File: src/rtl/mem_access_ctrl.sv
// Single-port memory access initiator: latches one CPU load/store and holds the
// memory-port request for a fixed, address-dependent wait window, then reports completion.
module mem_access_ctrl #(
  parameter int BLOCK_WAIT = 2,
  parameter int CELL_WAIT  = 8
) (
  input  logic        clock,
  input  logic        reset,
  input  logic        cpu_req,
  input  logic        cpu_we,
  input  logic [23:0] cpu_addr,
  input  logic [15:0] cpu_wdata,
  output logic        cpu_busy,
  output logic        cpu_done,
  output logic [15:0] cpu_rdata,
  output logic        mem_req,
  output logic        mem_read_write,
  output logic [23:0] mem_addr,
  output logic [15:0] mem_wdata,
  input  logic [15:0] mem_rdata
);

  typedef enum logic [1:0] {
    ST_IDLE   = 2'd0,
    ST_ACCESS = 2'd1,
    ST_DONE   = 2'd2
  } state_e;

  localparam logic [3:0] BLOCK_LOAD = 4'(BLOCK_WAIT - 1);
  localparam logic [3:0] CELL_LOAD  = 4'(CELL_WAIT - 1);

  state_e      state_q, state_d;
  logic [3:0]  cnt_q, cnt_d;
  logic        we_q, we_d;
  logic [23:0] addr_q, addr_d;
  logic [15:0] wdata_q, wdata_d;
  logic [15:0] rdata_q, rdata_d;
  logic        mem_req_q;
  logic        mem_rw_q;
  logic        done_q;

  // Anything outside the low 64 KiB lives in the slower cellular RAM.
  function automatic logic [3:0] wait_load(input logic [23:0] addr);
    if (addr[23:16] != 8'd0) begin
      return CELL_LOAD;
    end else begin
      return BLOCK_LOAD;
    end
  endfunction

  // Next-state, counter and datapath selection
  always_comb begin
    state_d = state_q;
    cnt_d   = cnt_q;
    we_d    = we_q;
    addr_d  = addr_q;
    wdata_d = wdata_q;
    rdata_d = rdata_q;
    case (state_q)
      ST_ACCESS: begin
        if (cnt_q == 4'd0) begin
          state_d = ST_DONE;
          if (!we_q) begin
            rdata_d = mem_rdata;
          end else begin
            rdata_d = rdata_q;
          end
        end else begin
          cnt_d = cnt_q - 4'd1;
        end
      end
      ST_IDLE, ST_DONE: begin
        if (cpu_req) begin
          state_d = ST_ACCESS;
          cnt_d   = wait_load(cpu_addr);
          we_d    = cpu_we;
          addr_d  = cpu_addr;
          wdata_d = cpu_wdata;
        end else begin
          state_d = ST_IDLE;
        end
      end
      default: begin
        state_d = ST_IDLE;
      end
    endcase
  end

  // State register with outputs registered from the next state, so they track the state exactly
  always_ff @(posedge clock or posedge reset) begin
    if (reset) begin
      state_q   <= ST_IDLE;
      cnt_q     <= 4'd0;
      we_q      <= 1'b0;
      addr_q    <= 24'd0;
      wdata_q   <= 16'd0;
      rdata_q   <= 16'd0;
      mem_req_q <= 1'b0;
      mem_rw_q  <= 1'b0;
      done_q    <= 1'b0;
    end else begin
      state_q   <= state_d;
      cnt_q     <= cnt_d;
      we_q      <= we_d;
      addr_q    <= addr_d;
      wdata_q   <= wdata_d;
      rdata_q   <= rdata_d;
      mem_req_q <= (state_d == ST_ACCESS);
      mem_rw_q  <= (state_d == ST_ACCESS) && we_d;
      done_q    <= (state_d == ST_DONE);
    end
  end

  assign cpu_busy       = (state_q == ST_ACCESS);
  assign cpu_done       = done_q;
  assign cpu_rdata      = rdata_q;
  assign mem_req        = mem_req_q;
  assign mem_read_write = mem_rw_q;
  assign mem_addr       = addr_q;
  assign mem_wdata      = wdata_q;

endmodule

File: config.mk
export PLATFORM = sky130hd
export DESIGN_NAME = mem_access_ctrl
export DESIGN_NICKNAME = d
export VERILOG_FILES = /design/src/rtl/mem_access_ctrl.sv
export SDC_FILE = /design/constraint.sdc
export NUM_CORES = 1
export LEC_CHECK = 0
export BUFFER_PORTS_ARGS = -buffer_cell sky130_fd_sc_hd__buf_2
export CAP_MARGIN = 20
export CORE_MARGIN = 2
export CORE_UTILIZATION = 46
export DETAILED_ROUTE_END_ITERATION = 12
export PLACE_DENSITY = 0.87
export SKIP_LAST_GASP = 1
export SLEW_MARGIN = 25
export SYNTH_ARGS = -nofsm -noshare
export SYNTH_HDL_FRONTEND = slang
export SYNTH_SLANG_ARGS = --single-unit
File: constraint.sdc
create_clock -name clock -period 2.61 [get_ports clock]
set_clock_uncertainty 0.2 [all_clocks]
set_input_delay 0.522 -clock clock [delete_from_list [all_inputs] [get_ports clock]]
set_output_delay 0.522 -clock clock [all_outputs]
set_load 0.02 [all_outputs]
Word-level counts from Yosys, hierarchy flattened
Cells that the tools add are included.
W data, S select, Z words.
{"block": "word_totals", "in_bits": 60, "out_inout_bits": 60, "elab_cells": 35, "register_bits": 66}
{"block": "op_classes", "eq_ne": 6, "bitwise_logic": 1, "addsub": 1, "mux": 9, "n_reduce_logical": 9}
{"operator": "$mux W4", "n": 2}
{"operator": "$pmux W4 S2", "n": 1}
{"operator": "$reduce_bool A8 Y1", "n": 1}
{"operator": "$reduce_and A3 Y1", "n": 2}
{"operator": "$eq A2 B1 Y1 const B", "n": 2}
{"operator": "$eq A2 B2 Y1 const B", "n": 2}
{"operator": "$logic_not A4 Y1", "n": 1}
{"operator": "$ne A2 B2 Y1 const B", "n": 2}
{"operator": "$pmux W2 S2", "n": 1}
{"operator": "$sub A4 B1 Y4 const B", "n": 1}
{"operator": "$mux W1", "n": 3}
{"operator": "$mux W3", "n": 1}
{"operator": "$logic_not A2 Y1", "n": 1}
{"operator": "$mux W2", "n": 1}
{"operator": "$reduce_and A2 Y1", "n": 1}
{"operator": "$reduce_bool A2 Y1", "n": 1}
{"operator": "$reduce_or A2 Y1", "n": 1}
{"operator": "$logic_and A1 B1 Y1", "n": 1}
{"operator": "$not A1 Y1", "n": 1}

Logic depth before layout (Yosys ltp)
Gate-level depths: netlist (run 1).
{"block": "depth", "ltp_word": 5, "depth_mapped": 7, "depth_no_buf": 6}

Worst setup path before layout (run 1)
No wires, ideal clock.
{"block": "synth_timing", "kind": "flip-flop to flip-flop", "start": "reg cnt_q[0]", "end": "reg rdata_q[0], in the netlist cpu_rdata[0]", "setup_slack_ns": 0.686, "period_less_slack_ns": 1.924, "path_buffers": 2, "stages_incl_launch_ff": 8, "arrival_ns": 1.599, "setup_ns": 0.125, "required_time_ns": 2.285, "path_cell_list": "dfrtp_1 -> inv_1 -> ha_1 -> nand2_2 -> or3_1 -> buf_6 -> buf_12 -> mux2_4"}
{"block": "synth_between", "elab_chain_cells": 2}
{"element": "start, declared", "line": "33", "source": "logic [3:0] cnt_q, cnt_d;"}
{"element": "start signal, assigned", "line": "103", "source": "cnt_q <= cnt_d;"}
{"element": "$logic_not A4 Y1", "line": "61", "source": "if (cnt_q == 4'd0) begin"}
{"element": "$reduce_and A3 Y1 (no line)"}
{"element": "end signal, assigned", "line": "107", "source": "rdata_q <= rdata_d;"}
{"element": "end, declared", "line": "37", "source": "logic [15:0] rdata_q, rdata_d;"}
No other way between the ends.
A chain may end at the register's enable or synchronous reset.

Final worst setup path (run 1)
{"block": "layout_timing", "start": "reg cnt_q[0]", "end": "reg rdata_q[1], in the netlist cpu_rdata[1]"}
The elaborated chain is that of the path after synthesis.

==> results of run 1 <==
-- how the worst max path moves through the flow --
stage,slack (ns),end,cells after the start
floorplan,0.23,cnt_q[0],1
global placement,0.50,cpu_rdata[1],5
detailed placement,0.41,cpu_rdata[1],5
CTS,0.40,cpu_rdata[1],5
global route,0.32,cpu_rdata[8],5
finish,0.40,cpu_rdata[1],5
-- synthesized netlist by cell type, drive strengths merged, types with 2 or more instances --
cell type,count,area [µm²]
inv,4,15.0
nor3,2,10.0
a31oi,2,12.5
o21ai,3,15.0
nor2,5,21.3
nand2b,2,12.5
dfrtp,66,1650
nor3b,2,15.0
or4,2,15.0
buf,7,56.3
mux2,57,679
nand2,5,21.3
-- stage by stage --
stage	instances	cell area, µm²
final	366	3440
after CTS	366	3440
after detailed placement	350	3250
after global placement	350	3250
after floorplan	164	2580
after global routing	366	3440
-- power by group --
group | internal, mW | switching (mW) | leakage (nW)
logic | 0.903 | 1.14 | 0.869
registers | 1.54 | 0.272 | 0.779
clock network | 0.434 | 0.360 | 0.0958
total | 2.88 | 1.77 | 1.74
-- worst max-delay path, stage by stage (launching register included) --
cell     delay (ns)
dfrtp_1        0.40
inv_1          0.07
ha_1           0.20
nand2_2        0.09
or3_1          0.69
mux2_4         0.43
-- cell type report --
type                    count  area [µm²]  share of cell area, %
clock buffers              10         128                   3.71
clock inverters             6        57.6                   1.67
inverters                   4        15.0                  0.437
multi-input cells          87         860                   25.0
flip-flops and latches     66        1650                   48.1
well taps                  72        90.1                   2.62
repair buffers            121         636                   18.5
-- per-layer routing --
metal	up-vias	wire length [µm]
li1	821	-
met1	859	2150
met2	77	2610
met3	8	410
met4	0	67
met5	-	0
-- cell families after synthesis --
kind of cell | after synthesis
flip-flops | 66
multiplexers | 57
AND/OR/NAND/NOR | 22
buffers and inverters | 11
AO/OA/AOI/OAI | 7
adder cells (fa/ha/maj) | 1
-- sequential cells by signal (all words and copies together) (netlist names) --
signal,flops
cnt_q,4
cpu_rdata,16
we_q,1
cpu_done,1
mem_wdata,16
mem_addr,24
state_q,2
mem_read_write,1
mem_req,1
==> results.txt, run 1 <==
FF-to-FF Start: cnt_q[0]
Post-CTS Setup Repair Bufs: 0
Leak Pwr: 1.74 nW
Num Clock Sinks: 66
Total power: 4.65 mW
Core ar.: 5470 µm²
Final hold vios: 0
Fraction of final layout cells sized beyond drive strength 1: 67.0%
Outcome: completed
Clk Tree Root Cell: clkbuf_8
Critical setup path kind: flop to flop
Starting Density: 47.1%
Routed WL: 5240 µm
CP endpoint kind: flop
Pwr Density: 1350 nW/µm²
CP arrival: 2.21 ns
Post-synth EDFFs: 0
Worst slew pin tran: 0.803 ns
Syn Area/Cell: 15.7 µm²
Via count: 1765
Final core utilization: 62.8%
Max cap viols: 0
Worst rel slew slack: 46.5%
R2R Setup Slk: 0.40 ns
XOR/XNOR Fraction of Synth Area: 0%
Cts hold-fix bufs: 0
Worst hold path class: primary input to async pin
Total CTS buffers: 9
ANT nets after route: 0
Boundary Pins: 120
#FFs+latches synth: 66
RSZ-0062 raised after global routing: no
Met3 usage: 5.00%
Fmax achieved: 453 MHz
Most frequent cells in the layout: buf_2 (119), dfrtp_1 (66), mux2_2 (47)
Die height: 78.9 µm
Tot GR Track Use: 17.4%
RR Endpoint: cpu_rdata[1]
Die ar.: 6220 µm²
Most common cell after layout, fill and taps aside: buf_2
Post-cts sizing count: 0
Number of global-route vias before repair: 1848
Grt met2 use: 29.8%
Starting DRT DRC Count: 36
H-Tree Depth: 3
Largest net degree at the start of global routing: 67
Clock Pin Slew Worst Setup and Hold Paths: 0.07 ns
Final WS setup: 0.405 ns
Synth Area in Simple Gates: 4.80%
Crit path max fanout: 16
Pre-antenna DRT Iters: 4
M1 GR Usage: 20.6%
Die Width: 78.9 µm
Worst R2R Path Depth: 5
FILL cells: 449
Peak supply drop: 0.647 mV
Synth Area in Compound Gates: 1.60%
Synth Warn #: 0
Share of flip-flops with an asynchronous set or reset: 100%
Clk Latency, worst-skew pair: 0.32 ns
Mapped Cells: 164
Worst slack at placement: 0.406 ns
Synth unique cells: 25
Via/cell ratio: 4.82
Post-DR wirelength/cell: 14.3 µm
Syn Std Cell Area: 2580 µm²
# port buffers: 119
Remaining global-route overflow: 0
Layout Nets: 350
HPWL Detailed: 3840 µm
Setup TNS: 0 ns
Hold Slack: 0.0663 ns
First-pass GRT wire length: 8330 µm
Setup crit start kind: flop
Ant. Diodes: 0
Largest family of logic cells by synthesized area: multiplexers
Setup violators final: 0
TritonCTS clock tree: done
Layout area overhead: 33.2%
Crit path time final: 2.21 ns
Tcrit/Tclk final: 84.5%
Site row count: 27
Syn Nets: 225
Adder-Cell Fraction of Synth Area: 0.485%
WP data required: 2.61 ns
Initial antenna violation count: 0
Post-route DRC: 0
Mux cell area share after synthesis: 26.3%
GRT Max-Usage Layer: met2
Post-synthesis sequential area ratio: 64.0%
Max Slew Vio Count: 0
GPL Wtd Cong: 0.727
CP Launch Point: cnt_q[0]
Clock buffer depth: 2
Predominant post-synthesis flop cell: dfrtp_1
Power figures use the tool's default switching activity.
==> inputs of run 2 (changes only) <==
--- a/config.mk
+++ b/config.mk
@@ -5,6 +5,7 @@
 export SDC_FILE = /design/constraint.sdc
 export NUM_CORES = 1
 export LEC_CHECK = 0
+export ABC_AREA = 1
 export BUFFER_PORTS_ARGS = -buffer_cell sky130_fd_sc_hd__buf_2
 export CAP_MARGIN = 20
 export CORE_MARGIN = 2
==> constraint.sdc (replaced) <==
create_clock -name clock -period 2.2 [get_ports clock]
set_clock_uncertainty 0.2 [all_clocks]
set_input_delay 0.44 -clock clock [delete_from_list [all_inputs] [get_ports clock]]
set_output_delay 0.44 -clock clock [all_outputs]
set_load 0.02 [all_outputs]
==> results.txt, run 2 <==
Synth unique cells: 20 (was 25)
Tcrit/Tclk final: 81.9%
Via/cell ratio: 4.70 (was 4.82)
Post-cts sizing count: 0 (unchanged)
Top cells by instance count after synthesis: dfrtp_1 (66), nand2_1 (45), mux2_2 (40) (was dfrtp_1 (66), mux2_2 (47), mux2_4 (10))
Clock buffer depth: 2 (unchanged)
Syn Std Cell Area: 2590 µm² (was 2580 µm²)
Logic pwr share: 44.2% (was 44.0%)
Site row count: 27 (unchanged)
Worst slew pin tran: 0.532 ns (was 0.803 ns)
Post-route DRC: 0 (unchanged)
Leak Pwr: 1.78 nW (was 1.74 nW)
H-Tree Depth: 3 (unchanged)
Final hold vios: 0 (unchanged)
Worst hold path class: primary input to async pin (unchanged)
Via count: 1947 (was 1765)
Critical setup path kind: flop to output port (was flop to flop)
Synth top area cells: dfrtp_1 (64%), mux2_2 (17%), nand2_1 (6.5%) (was dfrtp_1 (64%), mux2_2 (21%), mux2_4 (5.8%))
Crit path time final: 1.80 ns
Number of global-route vias before repair: 2001 (was 1848)
Most frequent cells in the layout: buf_2 (119), dfrtp_1 (66), nand2_1 (45) (was buf_2 (119), dfrtp_1 (66), mux2_2 (47))
Clock network fraction of total power: 16.8% (was 17.1%)
Setup crit start kind: flop (unchanged)
Die Width: 79 µm (was 78.9 µm)
Layout area overhead: 33.0% (was 33.2%)
Fmax achieved: 555 MHz
Worst slack at placement: 0.522 ns (was 0.406 ns)
FF-to-FF Start: cnt_q[0] (unchanged)
Clk Tree Root Cell: clkbuf_8 (unchanged)
Worst R2R Path Depth: 7 (was 5)
Clk Latency, worst-skew pair: 0.32 ns (about the same)
Most common cell in the netlist: dfrtp_1 (unchanged)
Worst rel slew slack: 64.3% (was 46.5%)
Max cap viols: 0 (unchanged)
Remaining global-route overflow: 0 (unchanged)
Most common cell after layout, fill and taps aside: buf_2 (unchanged)
Non-filler instance count after layout: 414 (was 366)
GPL Wtd Cong: 0.805 (was 0.727)
Post-DR wirelength/cell: 12.7 µm (was 14.3 µm)
Initial antenna violation count: 0 (unchanged)
Hold Slack: 0.00937 ns (was 0.0663 ns)
Syn Area/Cell: 12.3 µm² (was 15.7 µm²)
Fraction of final layout cells sized beyond drive strength 1: 54.1% (was 67.0%)
CP arrival: 1.16 ns (was 2.21 ns)
Peak supply drop: 0.832 mV (was 0.647 mV)
Cts hold-fix bufs: 0 (unchanged)
Post-synthesis sequential area ratio: 63.8% (was 64.0%)
Switching share of power: 39.9% (was 38.2%)
Final WS setup: 0.399 ns (was 0.405 ns)
Post-synth EDFFs: 0 (unchanged)
Mapped Cells: 211 (was 164)
# port buffers: 119 (unchanged)
Max reg flops: 24 (unchanged)
RR Endpoint: cpu_rdata[14] (was cpu_rdata[1])
Die height: 79 µm (was 78.9 µm)
Total CTS buffers: 9 (unchanged)
Post-CTS Setup Repair Bufs: 0 (unchanged)
Starting Density: 47.3% (was 47.1%)
TritonCTS clock tree: done (unchanged)
Ant. Diodes: 0 (unchanged)
Setup violators final: 0 (unchanged)
Num Clock Sinks: 66 (unchanged)
Max Slew Vio Count: 0 (unchanged)
Routed WL: 5240 µm (about the same)
Largest net degree at the start of global routing: 36 (was 67)
Outcome: completed (unchanged)
#FFs+latches synth: 66 (unchanged)
Tot GR Track Use: 17.9% (was 17.4%)
Pre-antenna DRT Iters: 4 (unchanged)
R2R Setup Slk: 0.53 ns (was 0.40 ns)
WP data required: 1.56 ns (was 2.61 ns)
Sequential share of power: 39.1% (was 38.9%)
Sw power: 2.17 mW (was 1.77 mW)
Predominant post-synthesis flop cell: dfrtp_1 (unchanged)
Pwr Density: 1580 nW/µm² (was 1350 nW/µm²)
Setup TNS: 0 ns (unchanged)
Clock Pin Slew Worst Setup and Hold Paths: 0.06 ns (was 0.07 ns)
Post-synth top area cell: dfrtp_1 (unchanged)
Die ar.: 6240 µm² (was 6220 µm²)
Post-synth top area share: 63.8% (was 64.0%)
Internal power: 3.27 mW (was 2.88 mW)
Syn Nets: 272 (was 225)
HPWL Detailed: 3920 µm (was 3840 µm)
Core ar.: 5470 µm² (unchanged)
RSZ-0062 raised after global routing: no (unchanged)
First-pass GRT wire length: 8760 µm (was 8330 µm)
Share of flip-flops with an asynchronous set or reset: 100% (unchanged)
Synth Warn #: 0 (unchanged)
Placed Cells: 400 (was 350)
CP endpoint kind: output port (was flop)
Crit path max fanout: 5 (was 16)
Boundary Pins: 120 (unchanged)
Layout Nets: 400 (was 350)
Starting DRT DRC Count: 89 (was 36)
ANT nets after route: 0 (unchanged)
## run 2: cell count changes after synthesis, sizes merged, moves of 3 or more
cell	previous run	this run
nand2	5	48
inv	4	7
nand3	0	18
nor2	5	16
mux2	57	40
## run 2: layer usage
layer / routed length [µm] / GRT usage (%) / vias to the layer above
met1: 2150 / 20.4 / 916
li1: - / - / 944
met5: 0 / 0 / -
met2: 2600 / 31.6 / 77
met3: 391 / 4.55 / 10
met4: 97 / 8.28 / 0
## run 2: worst max path at each step
stage                    start             to  slack, ns  cells past startpoint
finish              state_q[0]       cpu_busy       0.40                      3
global route        state_q[0]       cpu_busy       0.32                      3
detailed placement    cnt_q[0]  cpu_rdata[12]       0.52                      7
CTS                 state_q[0]       cpu_busy       0.37                      3
floorplan             cnt_q[0]   cpu_rdata[9]       0.53                      8
global placement      cnt_q[0]  cpu_rdata[12]       0.56                      7
## run 2: critical path, cell delays in order, from the launching register on
cell and delay (ns):
dfrtp_1 0.41, inv_2 0.10, nor2_1 0.15, buf_2 0.19
## run 2: cell families after synthesis
group,Yosys count,share of synthesized area [%]
AOI/OAI and AO/OA,3,0.580
and+or+nand+nor,85,14.4
xor gates and xnor gates,1,0.339
muxes,40,17.4
adders and majority gates,1,0.483
DFF,66,63.8
buffers and inverters,15,2.95
## run 2: per-stage QoR
stage	util, %	cell area (µm²)	power, mW
2_1_floorplan	-	2590	3.75
3_3_place_gp	59.7	3270	4.48
3_5_place_dp	59.7	3270	4.58
4_1_cts	62.9	3440	5.51
5_1_grt	62.9	3440	5.81
6_report	62.9	3440	5.44
## run 2: layout make-up
type                       count  area (µm²)
clock inverter                 4        45.0
tap                           72        90.1
fill                         457        2030
timing repair buffer         124         633
multi-input combinational    130         860
sequential                    66        1650
inverter                       8        33.8
clock buffer                  10         128
## run 2: power by group through the flow
| stage | clock (mW) | combinational [mW] | sequential, mW |
|---|---|---|---|
| after floorplan | 0 | 0.926 | 2.82 |
| after global placement | 0 | 2.36 | 2.12 |
| after detailed placement | 0 | 2.44 | 2.14 |
| after CTS | 0.948 | 2.44 | 2.13 |
| after global routing | 0.992 | 2.62 | 2.20 |
| final | 0.912 | 2.40 | 2.12 |
==> inputs of run 3 (changes only) <==
--- a/config.mk
+++ b/config.mk
@@ -5,7 +5,7 @@
 export SDC_FILE = /design/constraint.sdc
 export NUM_CORES = 1
 export LEC_CHECK = 0
-export ABC_AREA = 1
+export ABC_AREA = 0
 export BUFFER_PORTS_ARGS = -buffer_cell sky130_fd_sc_hd__buf_2
 export CAP_MARGIN = 20
 export CORE_MARGIN = 2
==> constraint.sdc (replaced) <==
create_clock -name clock -period 1.85 [get_ports clock]
set_clock_uncertainty 0.2 [all_clocks]
set_input_delay 0.37 -clock clock [delete_from_list [all_inputs] [get_ports clock]]
set_output_delay 0.37 -clock clock [all_outputs]
set_load 0.02 [all_outputs]
==> results.txt, run 3 (synthesized netlist as in run 1, its figures left out) <==
Peak supply drop: 0.917 mV (was 0.832 mV)
FILL cells: 430 (was 457)
Post-DR wirelength/cell: 13.9 µm (was 12.7 µm)
Starting Density: 47.1% (was 47.3%)
Core ar.: 5470 µm² (unchanged)
Largest net degree at the start of global routing: 67 (was 36)
H-Tree Depth: 3 (unchanged)
Clk Tree Root Cell: clkbuf_8 (unchanged)
TritonCTS clock tree: done (unchanged)
Routed WL: 5150 µm (was 5240 µm)
GPL Wtd Cong: 0.862 (was 0.805)
Total CTS buffers: 9 (unchanged)
Final core utilization: 64.3% (was 62.9%)
Most frequent cells in the layout: buf_2 (118), dfrtp_1 (66), mux2_2 (47) (was buf_2 (119), dfrtp_1 (66), nand2_1 (45))
Worst hold path class: primary input to flop (was primary input to async pin)
Layout Nets: 359 (was 400)
Fmax achieved: 553 MHz
Hold Slack: 0.0783 ns (was 0.00937 ns)
Setup violators final: 0 (unchanged)
First-pass GRT wire length: 8150 µm (was 8760 µm)
Critical setup path kind: flop to flop (was flop to output port)
Die height: 78.9 µm (was 79 µm)
Critical Path Max Stage Delay: 0.39 ns (was 0.41 ns)
WP data required: 1.86 ns (was 1.56 ns)
Initial antenna violation count: 0 (unchanged)
Die Width: 78.9 µm (was 79 µm)
Crit path time final: 1.81 ns
Setup TNS: 0 ns (unchanged)
CP endpoint kind: flop (was output port)
Final hold vios: 0 (unchanged)
Max Slew Vio Count: 0 (unchanged)
Clock buffer depth: 2 (unchanged)
Tot GR Track Use: 17.3% (was 17.9%)
Cell Chain, Critical Path: inv_2 -> ha_4 -> nand2_2 -> or3_4 -> clkbuf_16 -> mux2_4 (was inv_2 -> nor2_1 -> buf_2)
Post-CTS Setup Repair Bufs: 0 (unchanged)
Num Clock Sinks: 66 (unchanged)
Most common cell after layout, fill and taps aside: buf_2 (unchanged)
Worst rel slew slack: 68.3% (was 64.3%)
Layout area overhead: 36.5% (was 33.0%)
CP arrival: 1.82 ns (was 1.16 ns)
Remaining global-route overflow: 0 (unchanged)
Switching share of power: 37.8% (was 39.9%)
Die ar.: 6220 µm² (was 6240 µm²)
HPWL Detailed: 3700 µm (was 3920 µm)
Logic pwr share: 46.6% (was 44.2%)
Clock Pin Slew Worst Setup and Hold Paths: 0.06 ns (about the same)
Leak Pwr: 1.78 nW (about the same)
ANT nets after route: 0 (unchanged)
Setup crit start kind: flop (unchanged)
Internal power: 4.06 mW (was 3.27 mW)
Sequential share of power: 38.9% (was 39.1%)
RSZ-0062 raised after global routing: yes (was no)
Crit path max fanout: 8 (was 5)
Max reg flops: 24 (unchanged)
Sw power: 2.47 mW (was 2.17 mW)
# port buffers: 119 (unchanged)
Via/cell ratio: 4.91 (was 4.70)
Outcome: completed (unchanged)
Via count: 1822 (was 1947)
Starting DRT DRC Count: 46 (was 89)
Number of global-route vias before repair: 1905 (was 2001)
Worst slew pin tran: 0.472 ns (was 0.532 ns)
Clk Latency, worst-skew pair: 0.32 ns (about the same)
Post-route DRC: 0 (unchanged)
Ant. Diodes: 0 (unchanged)
Slowest-stage cell, CP: dfrtp_1 (unchanged)
Pwr Density: 1850 nW/µm² (was 1580 nW/µm²)
Site row count: 27 (unchanged)
Boundary Pins: 120 (unchanged)
Fraction of final layout cells sized beyond drive strength 1: 68.9% (was 54.1%)
Max cap viols: 0 (unchanged)
Pre-antenna DRT Iters: 4 (unchanged)
Tcrit/Tclk final: 97.8%
Clock network fraction of total power: 14.5% (was 16.8%)
-- run 3: changes by cell type in the layout (fill, tap and decap cells not counted), sizes merged, moves of 2 or more --
cell	before	now
clkinv	4	1
mux2	40	57
nand3	18	0
buf	124	128
clkbuf	10	12
nand2b	0	2
inv	6	3
or4	0	2
nand2	48	5
a31oi	0	2
nor3b	0	2
nor2	16	5
-- run 3: worst max-delay path: cells and delay by family (launching register included) --
| kind | cells | cell delay, ns |
|---|---|---|
| adder cells (fa/ha/maj) | 1 | 0.14 |
| buffers and inverters | 2 | 0.27 |
| flip-flops | 1 | 0.39 |
| multiplexers | 1 | 0.29 |
| AND/OR/NAND/NOR | 2 | 0.41 |
-- run 3: layout make-up --
type	instances	area, µm²	share of cell area [%]
Tap cell	72	90.1	2.56
Inverter	4	18.8	0.533
Timing Repair Buffer	130	729	20.7
Multi-Input combinational cell	87	885	25.1
Sequential cell	66	1650	46.9
Clock inverter	1	5.00	0.142
Clock buffer	11	141	4.02
-- run 3: final timing paths --
kind	to	slack, ns	cells past startpoint	startpoint
max reg2reg	cpu_rdata[6]	0.04	6	cnt_q[1]
min in group asynchronous	cpu_rdata[6]	0.50	4	reset
min	cpu_rdata[4]	0.08	2	mem_rdata[4]
min reg2reg	mem_wdata[4]	0.30	1	mem_wdata[4]
max	cpu_rdata[6]	0.04	6	cnt_q[1]
max in group asynchronous	mem_addr[18]	0.69	4	reset
-- run 3: metal layers --
layer / GRT usage, % / routed length, µm / part of all wire [%] / up-vias
met3: 5.57 / 380 / 7.4 / 10
li1: - / - / - / 839
met5: 0 / 0 / 0 / -
met2: 29.2 / 2570 / 50 / 77
met4: 8.79 / 78 / 1.5 / 0
met1: 19.6 / 2120 / 41 / 896
-- run 3: power groups by stage --
stage | clock, mW | combinational [mW] | sequential, mW
2_1_floorplan | 0 | 1.13 | 3.36
3_3_place_gp | 0 | 2.92 | 2.51
4_1_cts | 0.989 | 3.04 | 2.53
3_5_place_dp | 0 | 3.01 | 2.55
5_1_grt | 1.06 | 3.25 | 2.61
6_report | 0.945 | 3.04 | 2.54
-- run 3: metrics by stage --
stage | area [µm²] | cells | power, mW | worst slack (ns)
global placement | 3310 | 357 | 5.43 | 0.0132
global route | 3520 | 371 | 6.92 | -0.0168
floorplan | 2590 | 164 | 4.49 | -0.0649
CTS | 3480 | 370 | 6.56 | 0.0245
detailed placement | 3310 | 357 | 5.55 | -0.0578
finish | 3520 | 371 | 6.52 | 0.0404
-- run 3: timing repair --
| action | in CTS | in global routing |
|---|---|---|
| pin swaps | 1 | 2 |
| endpoints found under the setup margin | 16 | 13 |
| cloned | 0 | 1 |
| hold buffers | 1 | 0 |
| hold endpoints to repair | 66 | 0 |
| resized for setup | 4 | 3 |
